==> config.mk <==
export PLATFORM = sky130hd
export DESIGN_NAME = div_issue_ctrl
export DESIGN_NICKNAME = d
export VERILOG_FILES = /design/src/rtl/div_issue_ctrl_pkg.sv /design/src/rtl/div_issue_ctrl.sv
export SDC_FILE = /design/constraint.sdc
export NUM_CORES = 1
export LEC_CHECK = 0
export BUFFER_PORTS_ARGS = -buffer_cell sky130_fd_sc_hd__buf_2
export CAP_MARGIN = 0
export CORE_MARGIN = 10
export CORE_UTILIZATION = 40
export DETAILED_ROUTE_END_ITERATION = 10
export GPL_TIMING_DRIVEN = 0
export PLACE_DENSITY = 0.71
export SLEW_MARGIN = 20
export SYNTH_ARGS = -nofsm -noshare
export SYNTH_HDL_FRONTEND = slang
export SYNTH_SLANG_ARGS = --single-unit
==> constraint.sdc <==
create_clock -name clk -period 1.94 [get_ports clk]
set_input_delay 0.194 -clock clk [delete_from_list [all_inputs] [get_ports clk]]
set_output_delay 0.194 -clock clk [all_outputs]
set_load 0.01 [all_outputs]
==> src/rtl/div_issue_ctrl_pkg.sv <==
// Shared ALU codes, controller state encoding and result field split for the divider slice.
package div_issue_ctrl_pkg;

    localparam logic [5:0] ALU_DIV  = 6'b011010;
    localparam logic [5:0] ALU_DIVU = 6'b011011;

    // result = {remainder[REM_MSB:QUO_MSB+1], quotient[QUO_MSB:0]}
    localparam int unsigned REM_MSB = 63;
    localparam int unsigned QUO_MSB = 31;

    typedef enum logic [1:0] {
        IDLE = 2'd0,
        BUSY = 2'd1,
        DONE = 2'd2
    } div_state_e;

    function automatic logic is_div_op(input logic [5:0] code);
        return (code == ALU_DIV) || (code == ALU_DIVU);
    endfunction

endpackage

==> src/rtl/div_issue_ctrl.sv <==
// EX-stage issue controller for div_core (attached on the div_* ports): stall, result buffer, watchdog, annul.
// Optional feature macro: DIV_FASTPATH_EN (zero-operand requests bypass the core).
module div_issue_ctrl
    import div_issue_ctrl_pkg::*;
#(
    parameter int unsigned TIMEOUT_CYCLES = 64,
    parameter int unsigned CNT_W          = 7
) (
    input  logic        clk,
    input  logic        rst_n,
    input  logic [5:0]  alu_ctrl_i,
    input  logic [31:0] opdata1_i,
    input  logic [31:0] opdata2_i,
    input  logic        annul_i,
    input  logic        pipe_stall_i,
    output logic [63:0] result_o,
    output logic        result_valid_o,
    output logic        stall_div_o,
    output logic        err_timeout_o,
    output logic        div_start_o,
    output logic        div_signed_o,
    output logic [31:0] div_op1_o,
    output logic [31:0] div_op2_o,
    output logic        div_annul_o,
    input  logic [63:0] div_result_i,
    input  logic        div_ready_i
);

    div_state_e       state_q, state_d;
    logic [CNT_W-1:0] busy_cnt_q, busy_cnt_d;
    logic [63:0]      result_q, result_d;
    logic [31:0]      op1_q, op1_d;
    logic [31:0]      op2_q, op2_d;
    logic             signed_q, signed_d;

    always_comb begin
        state_d        = state_q;
        busy_cnt_d     = busy_cnt_q;
        result_d       = result_q;
        op1_d          = op1_q;
        op2_d          = op2_q;
        signed_d       = signed_q;
        stall_div_o    = 1'b0;
        result_valid_o = 1'b0;
        err_timeout_o  = 1'b0;
        div_start_o    = 1'b0;
        div_annul_o    = 1'b0;

        case (state_q)
            IDLE: begin
                // rst_n term keeps the combinational stall low while reset is held.
                if (rst_n && is_div_op(alu_ctrl_i) && !annul_i) begin
                    stall_div_o = 1'b1;
                    op1_d       = opdata1_i;
                    op2_d       = opdata2_i;
                    signed_d    = (alu_ctrl_i == ALU_DIV);
                    busy_cnt_d  = '0;
`ifdef DIV_FASTPATH_EN
                    if (opdata2_i == '0) begin
                        result_d[REM_MSB:QUO_MSB+1] = opdata1_i;
                        result_d[QUO_MSB:0]         = '1;
                        state_d                     = DONE;
                    end else if (opdata1_i == '0) begin
                        result_d = '0;
                        state_d  = DONE;
                    end else begin
                        state_d = BUSY;
                    end
`else
                    state_d = BUSY;
`endif
                end
            end
            BUSY: begin
                div_start_o = 1'b1;
                busy_cnt_d  = busy_cnt_q + CNT_W'(1);
                if (annul_i) begin
                    div_annul_o = 1'b1;
                    state_d     = IDLE;
                end else if (div_ready_i) begin
                    stall_div_o = 1'b1;
                    result_d    = div_result_i;
                    state_d     = DONE;
                end else if (busy_cnt_q == CNT_W'(TIMEOUT_CYCLES - 1)) begin
                    stall_div_o   = 1'b1;
                    div_annul_o   = 1'b1;
                    err_timeout_o = 1'b1;
                    result_d      = '0;
                    state_d       = DONE;
                end else begin
                    stall_div_o = 1'b1;
                end
            end
            DONE: begin
                result_valid_o = !annul_i;
                if (annul_i || !pipe_stall_i) begin
                    state_d = IDLE;
                end
            end
            default: state_d = IDLE;
        endcase
    end

    always_ff @(posedge clk or negedge rst_n) begin
        if (!rst_n) begin
            state_q    <= IDLE;
            busy_cnt_q <= '0;
            result_q   <= '0;
            op1_q      <= '0;
            op2_q      <= '0;
            signed_q   <= 1'b0;
        end else begin
            state_q    <= state_d;
            busy_cnt_q <= busy_cnt_d;
            result_q   <= result_d;
            op1_q      <= op1_d;
            op2_q      <= op2_d;
            signed_q   <= signed_d;
        end
    end

    assign result_o     = result_q;
    assign div_signed_o = signed_q;
    assign div_op1_o    = op1_q;
    assign div_op2_o    = op2_q;

endmodule

==> results of run 1 <==
==> cells by family (layout without fill, tap and decap cells) <==
logic type / after synthesis / in the layout / synth area share (%)
AND/OR/NAND/NOR: 30 / 30 / 3.593
adder cells (fa/ha/maj): 1 / 1 / 0.2177
other: 0 / 2 / 0
flip-flops: 138 / 138 / 60.10
AO/OA/AOI/OAI: 144 / 144 / 15.70
multiplexers: 65 / 65 / 12.72
buffers and inverters: 96 / 435 / 7.666
==> per-layer routing <==
| metal | vias to the layer above | track usage [%] |
|---|---|---|
| met2 | 214 | 32.27 |
| met5 | - | 0 |
| met1 | 2411 | 20.32 |
| met3 | 23 | 6.873 |
| li1 | 2318 | - |
| met4 | 0 | 5.815 |
==> flip-flops by register name, summed over array words and instances (netlist names) <==
signal / flops
busy_cnt_q: 7
state_q: 2
result_o: 64
div_op2_o: 32
div_signed_o: 1
div_op1_o: 32
==> repair_timing <==
item / in CTS / in global routing
buffers inserted: 5 / 1
resized for setup: 15 / 11
endpoints found under the hold margin: 76 / 0
endpoints found under the setup margin: 118 / 60
hold buffers: 29 / 0
pin swaps: 2 / 1
gates cloned: 1 / 0
==> how the worst max path moves through the flow <==
| stage | startpoint | to | slack, ns | cells after the start |
|---|---|---|---|---|
| 2_1_floorplan | state_q[1]$_DFFE_PN0P_ | div_op1_o[0]$_DFFE_PN0P_ | 0.18 | 4 |
| 3_3_place_gp | rst_n | div_op2_o[14]$_DFFE_PN0P_ | -2.17 | 5 |
| 3_5_place_dp | rst_n | div_op1_o[4]$_DFFE_PN0P_ | -0.65 | 6 |
| 4_1_cts | state_q[1]$_DFFE_PN0P_ | err_timeout_o | -0.08 | 4 |
| 5_1_grt | state_q[1]$_DFFE_PN0P_ | err_timeout_o | -0.1 | 4 |
| 6_report | state_q[1]$_DFFE_PN0P_ | err_timeout_o | -0.04 | 4 |
==> power by group through the flow <==
stage | logic, mW | registers [mW] | clock network (mW)
6_report | 0.956 | 3.26 | 3.46
5_1_grt | 1.05 | 3.29 | 3.69
4_1_cts | 0.974 | 3.26 | 3.52
3_5_place_dp | 0.890 | 3.31 | 0
3_3_place_gp | 0.847 | 3.29 | 0
2_1_floorplan | 0.288 | 3.38 | 0
==> cells in the final DEF, fill, tap and decap left out, types with 3 or more instances in the layout <==
| cell | n |
|---|---|
| o21ai_0 | 67 |
| mux2_2 | 64 |
| o21ai_1 | 5 |
| clkbuf_16 | 17 |
| nand2_1 | 7 |
| dlygate4sd3_1 | 26 |
| inv_1 | 66 |
| buf_6 | 11 |
| clkbuf_1 | 3 |
| a22oi_1 | 64 |
| clkinv_4 | 6 |
| clkbuf_2 | 11 |
| buf_2 | 271 |
| buf_16 | 3 |
| dfrtp_1 | 137 |
| nor2_1 | 3 |
| buf_4 | 6 |
| bufinv_16 | 4 |
==> final cells by class <==
type	instances	area [um2]	share of cell area (%)
multi-input cells	240	1872	22.05
clock inverters	15	216.5	2.549
flip-flops and latches	138	3455	40.69
inverters	66	247.7	2.918
diodes	2	5.005	0.05894
clock buffers	17	425.4	5.010
well taps	180	225.2	2.653
repair buffers	309	1831	21.56
plain buffers	28	214.0	2.520
==> per-stage QoR <==
step	power, mW	hold slack [ns]	instance area, um2	TNS [ns]	setup slack [ns]
after floorplan	3.668	-0.1016	5746	0	0.1813
after global placement	4.133	0.3745	7332	-321.96	-2.165
after detailed placement	4.200	0.1351	7370	-57.44	-0.6521
after CTS	7.760	0.0001434	8464	-0.1394	-0.07501
after global routing	8.029	0.0006088	8486	-0.2709	-0.09520
final	7.679	0.01026	8491	-0.06698	-0.03748
==> results.ini, run 1 <==
[timing]
rsz0062_at_grt=yes
skew_ns=0.01103
min_period_ns=1.977
finalSetupViolations=2
hold_viol_final=0
relSlewSlack_pct=67.22
fin_ws_ns=-0.03748
tightestPinTransition_ns=0.4916
drv_slew=0
period_share_pct=101.9
fmax_mhz=505.7

[pwr]
power_switching_share_pct=24.75
peakVddDrop_uv=594.8
p_int_mw=5.779
p_seq_share_pct=42.5
power.switching_mw=1.900
power.density_nw_per_um2=904.4
leakage_nw=4.628
p_comb_share_pct=12.5
pwr-share-clk_pct=45.1

[setup_path]
reg2reg_slack_ns=0.17
worstSetupStartpointType=flop
cp_slowest_stage_delay_ns=0.42
cp_num_buf_inv=2
required_ns=1.75
reg2reg_from=state_q[1]$_DFFE_PN0P_
reg2reg_to=result_o[0]$_DFFE_PN0P_
crit_type=reg -> out
crit_path_end_kind=primary output
path_cells=or3b_4, buf_8, nor4_2, buf_2
critical_path.max_fanout=4
reg2regPathDepth=6
slowest_stage=or3b_4
crit_family=simple AND/OR/NAND/NOR gates
crit_arrival_ns=1.78

[floorplan]
die_h_um=139.9
initial_core_util_pct=41.07
io_pins=273
fp.dieW_um=139.9
core_area_um2=13990
dieArea_um2=19560
placementRows=43

[synthesis]
synth_cell_types=33
yosysMostFrequentCell=dfrtp_1
synth_edf_count=0
synth_ff_type=dfrtp_1
ys_warn_count=0
synthCells=474
synth_seq_cells=138
syn-mean-instance-area_um2=12.12
synth_area_leaders=dfrtp_1 (60%), mux2_2 (13%), a22oi_1 (8.4%), o21ai_0 (5.8%), inv_1 (4.3%)
synth-async-reset-ratio_pct=100.0
synth_nets=614
yosysSeqAreaShare_pct=60.10
syn_area_um2=5746
synth_top_cell_area_share_pct=60.10
yosysTopAreaCell=dfrtp_1
ys_top_cells_by_count=dfrtp_1 (138), o21ai_0 (67), inv_1 (66)

[global_route]
grt_pass1_vias=5239
grt_pass1_wl_mm=29.03
overflow=0
grt_antenna_before_repair=1
grt_max_degree=54
grt_use_total_pct=18.48

[drt]
drc=0
met3_length_mm=1.544
wl_per_cell_um=18.82
via_count=4966
met2_length_mm=9.484
via_per_inst=4.991
wl_met1_mm=7.389
routed_wl_mm=18.73
drt-initial-drc-count=196
ant_nets=0
dr.pass1.iters=5
route.top_layer_used=met4

[worst_hold_path]
hold_depth=2
hp-class=in -> reg
hold_end=state_q[1]$_DFFE_PN0P_
min_from=pipe_stall_i

[cts]
h-tree-depth=4
root_buffer=clkbuf_16
clk_pin_slew_ns=0.06
clock_sinks=138
cts_tree=yes
ctsLongestPathBuffers=2
clk_latency_ns=0.42
cts_buffers=17

[place]
io_buffer_count=272
dpl.hpwl_mm=14.39
dp.cells=927
place_congestion=0.8149

[status]
violations=negative setup slack
status=finished, violations left

[finish]
stdcell_count=995
postLayoutCoreUtil_pct=60.70
syn_to_final_growth_pct=47.78
drive_gt1_share_pct=50.68
fill_cells=1130
final_nets=940

[job]
maxCapViolCount=0

Note: power is estimated with default switching activity, not from simulation.
==> inputs of run 2 (changes only) <==
- clock period: 1.94 -> 2.3 ns (I/O delays scaled with it)
==> results.ini, run 2 (same netlist as run 1, synthesis figures left out) <==
[status]
status=finished, violations left
violations=negative hold slack

[cts]
clock_sinks=138  ; unchanged
hold_buffers=4  ; -86%
cts_buffers=17  ; unchanged
clk_pin_slew_ns=0.06  ; about the same
cts_tree=yes
root_buffer=clkbuf_16
h-tree-depth=4  ; unchanged
ctsLongestPathBuffers=2  ; unchanged
clk_latency_ns=0.41  ; about the same

[timing]
setup_tns_ns=0  ; +0.06698 ns
rsz0062_at_grt=no
hold_slack_ns=-0.1813  ; -0.1916 ns
finalSetupViolations=0  ; -2
relSlewSlack_pct=47.83  ; -19 points
fmax_mhz=472.9
period_share_pct=91.95
hold_viol_final=85  ; +85
tightestPinTransition_ns=0.7768  ; +0.2852 ns
fin_ws_ns=0.1852  ; +0.2227 ns
skew_ns=0.01123  ; +0.0002023 ns
min_period_ns=2.115
drv_slew=0  ; unchanged

[floorplan]
fp.dieW_um=139.9  ; unchanged
io_pins=273  ; unchanged
core_area_um2=13990  ; unchanged
placementRows=43  ; unchanged
dieArea_um2=19560  ; unchanged
die_h_um=139.9  ; unchanged
initial_core_util_pct=41.07  ; unchanged

[place]
dpl-instance-area_um2=7370  ; unchanged
dpl.hpwl_mm=14.39  ; unchanged
io_buffer_count=272  ; unchanged
dp.cells=927  ; unchanged
dp_slack_ns=-0.3281  ; +0.3240 ns
place_congestion=0.8149  ; unchanged

[drt]
drt-initial-drc-count=220  ; +12%
routed_wl_mm=18.18  ; -2.9%
dr.pass1.iters=5  ; unchanged
drc=0  ; unchanged
ant_nets=0  ; unchanged
via_count=4787  ; -3.6%
via_per_inst=4.976  ; -0.30%
wl_per_cell_um=18.90  ; +0.44%

[finish]
final_cell_mix=buf_2 (272), dfrtp_1 (138), o21ai_0 (67), inv_1 (66)
design_area_um2=8090  ; -4.7%
final_common_cell=buf_2
stdcell_count=962  ; -3.3%
syn_to_final_growth_pct=40.81
largest_reg_flops=64  ; unchanged
final_nets=908  ; -3.4%
drive_gt1_share_pct=49.55  ; -1.1 points
postLayoutCoreUtil_pct=57.84  ; -2.9 points

[pwr]
leakage_nw=4.424  ; -4.4%
peakVddDrop_uv=501.6  ; -16%
p_total_mw=6.422  ; -16%
power.density_nw_per_um2=793.8  ; -12%

[setup_path]
reg2reg_from=state_q[1]$_DFFE_PN0P_
reg2regPathDepth=4  ; -2
critPathLaunch=state_q[1]$_DFFE_PN0P_
required_ns=2.07  ; +0.32 ns
crit_path_end_kind=primary output
critical_path.max_fanout=5  ; +1
worstSetupStartpointType=flop
crit_type=reg -> out
reg2reg_slack_ns=0.25  ; +0.08 ns
reg2reg_to=div_op1_o[24]$_DFFE_PN0P_
crit_arrival_ns=1.88  ; +0.10 ns

[global_route]
grt_antenna_before_repair=1  ; unchanged
grt_use_total_pct=18.00  ; -0.48 points
overflow=0  ; unchanged
grt_pass1_wl_mm=28.31  ; -2.5%
grt_pass1_vias=5072  ; -3.2%
grt_max_degree=87  ; +61%

[job]
maxCapViolCount=0  ; unchanged

[worst_hold_path]
hp-class=in -> async

-- run 2: changes by cell type in the layout (fill, tap and decap cells not counted), sizes merged --
cell / delta
buf: -3
dlygate4sd3: -24
clkbuf: -4
diode: -1
bufbuf: -1
-- run 2: power by group --
part | switching (mW) | internal, mW | leakage (nW) | total (mW)
logic | 0.382 | 0.370 | 2.59 | 0.752
registers | 0.123 | 2.63 | 1.53 | 2.75
clock network | 1.08 | 1.84 | 0.306 | 2.92
-- run 2: worst max path at each step --
stage / to / slack [ns]
2_1_floorplan: div_op1_o[0]$_DFFE_PN0P_ / 0.54
3_3_place_gp: div_op2_o[14]$_DFFE_PN0P_ / -1.84
3_5_place_dp: div_op1_o[4]$_DFFE_PN0P_ / -0.33
4_1_cts: err_timeout_o / 0.02
5_1_grt: result_o[16]$_DFFE_PN0P_ / 0.07
6_report: stall_div_o / 0.19
-- run 2: final cells by class --
class	count	area [um2]
antenna	1	2.502
buffer	28	186.4
clock buffer	17	425.4
clock inverter	15	216.5
fill	1167	5898
inverter	66	247.7
multi-input combinational	240	1854
sequential	138	3453
tap	180	225.2
timing repair buffer	277	1479
-- run 2: metal layers --
layer / global-route usage, % / vias up / share of wire, % / wire [um]
li1: - / 2255 / - / -
met1: 20.01 / 2290 / 39 / 7146
met2: 31.06 / 220 / 51 / 9192
met3: 6.873 / 22 / 8.5 / 1541
met4: 5.652 / 0 / 1.7 / 302
met5: 0 / - / 0 / 0
-- run 2: critical path, cell delays in order, from the launching register on --
cell and delay [ns]:
dfrtp_1 0.42, nand4bb_4 0.23, or4_1 0.59, nand2_1 0.11, buf_2 0.14
-- run 2: repair_timing --
item / 4_1_cts / 5_1_grt
buffers inserted: 0 / 0
endpoints found under the setup margin: 1 / 51
endpoints found under the hold margin: 54 / 85
gates resized for setup: 1 / 3
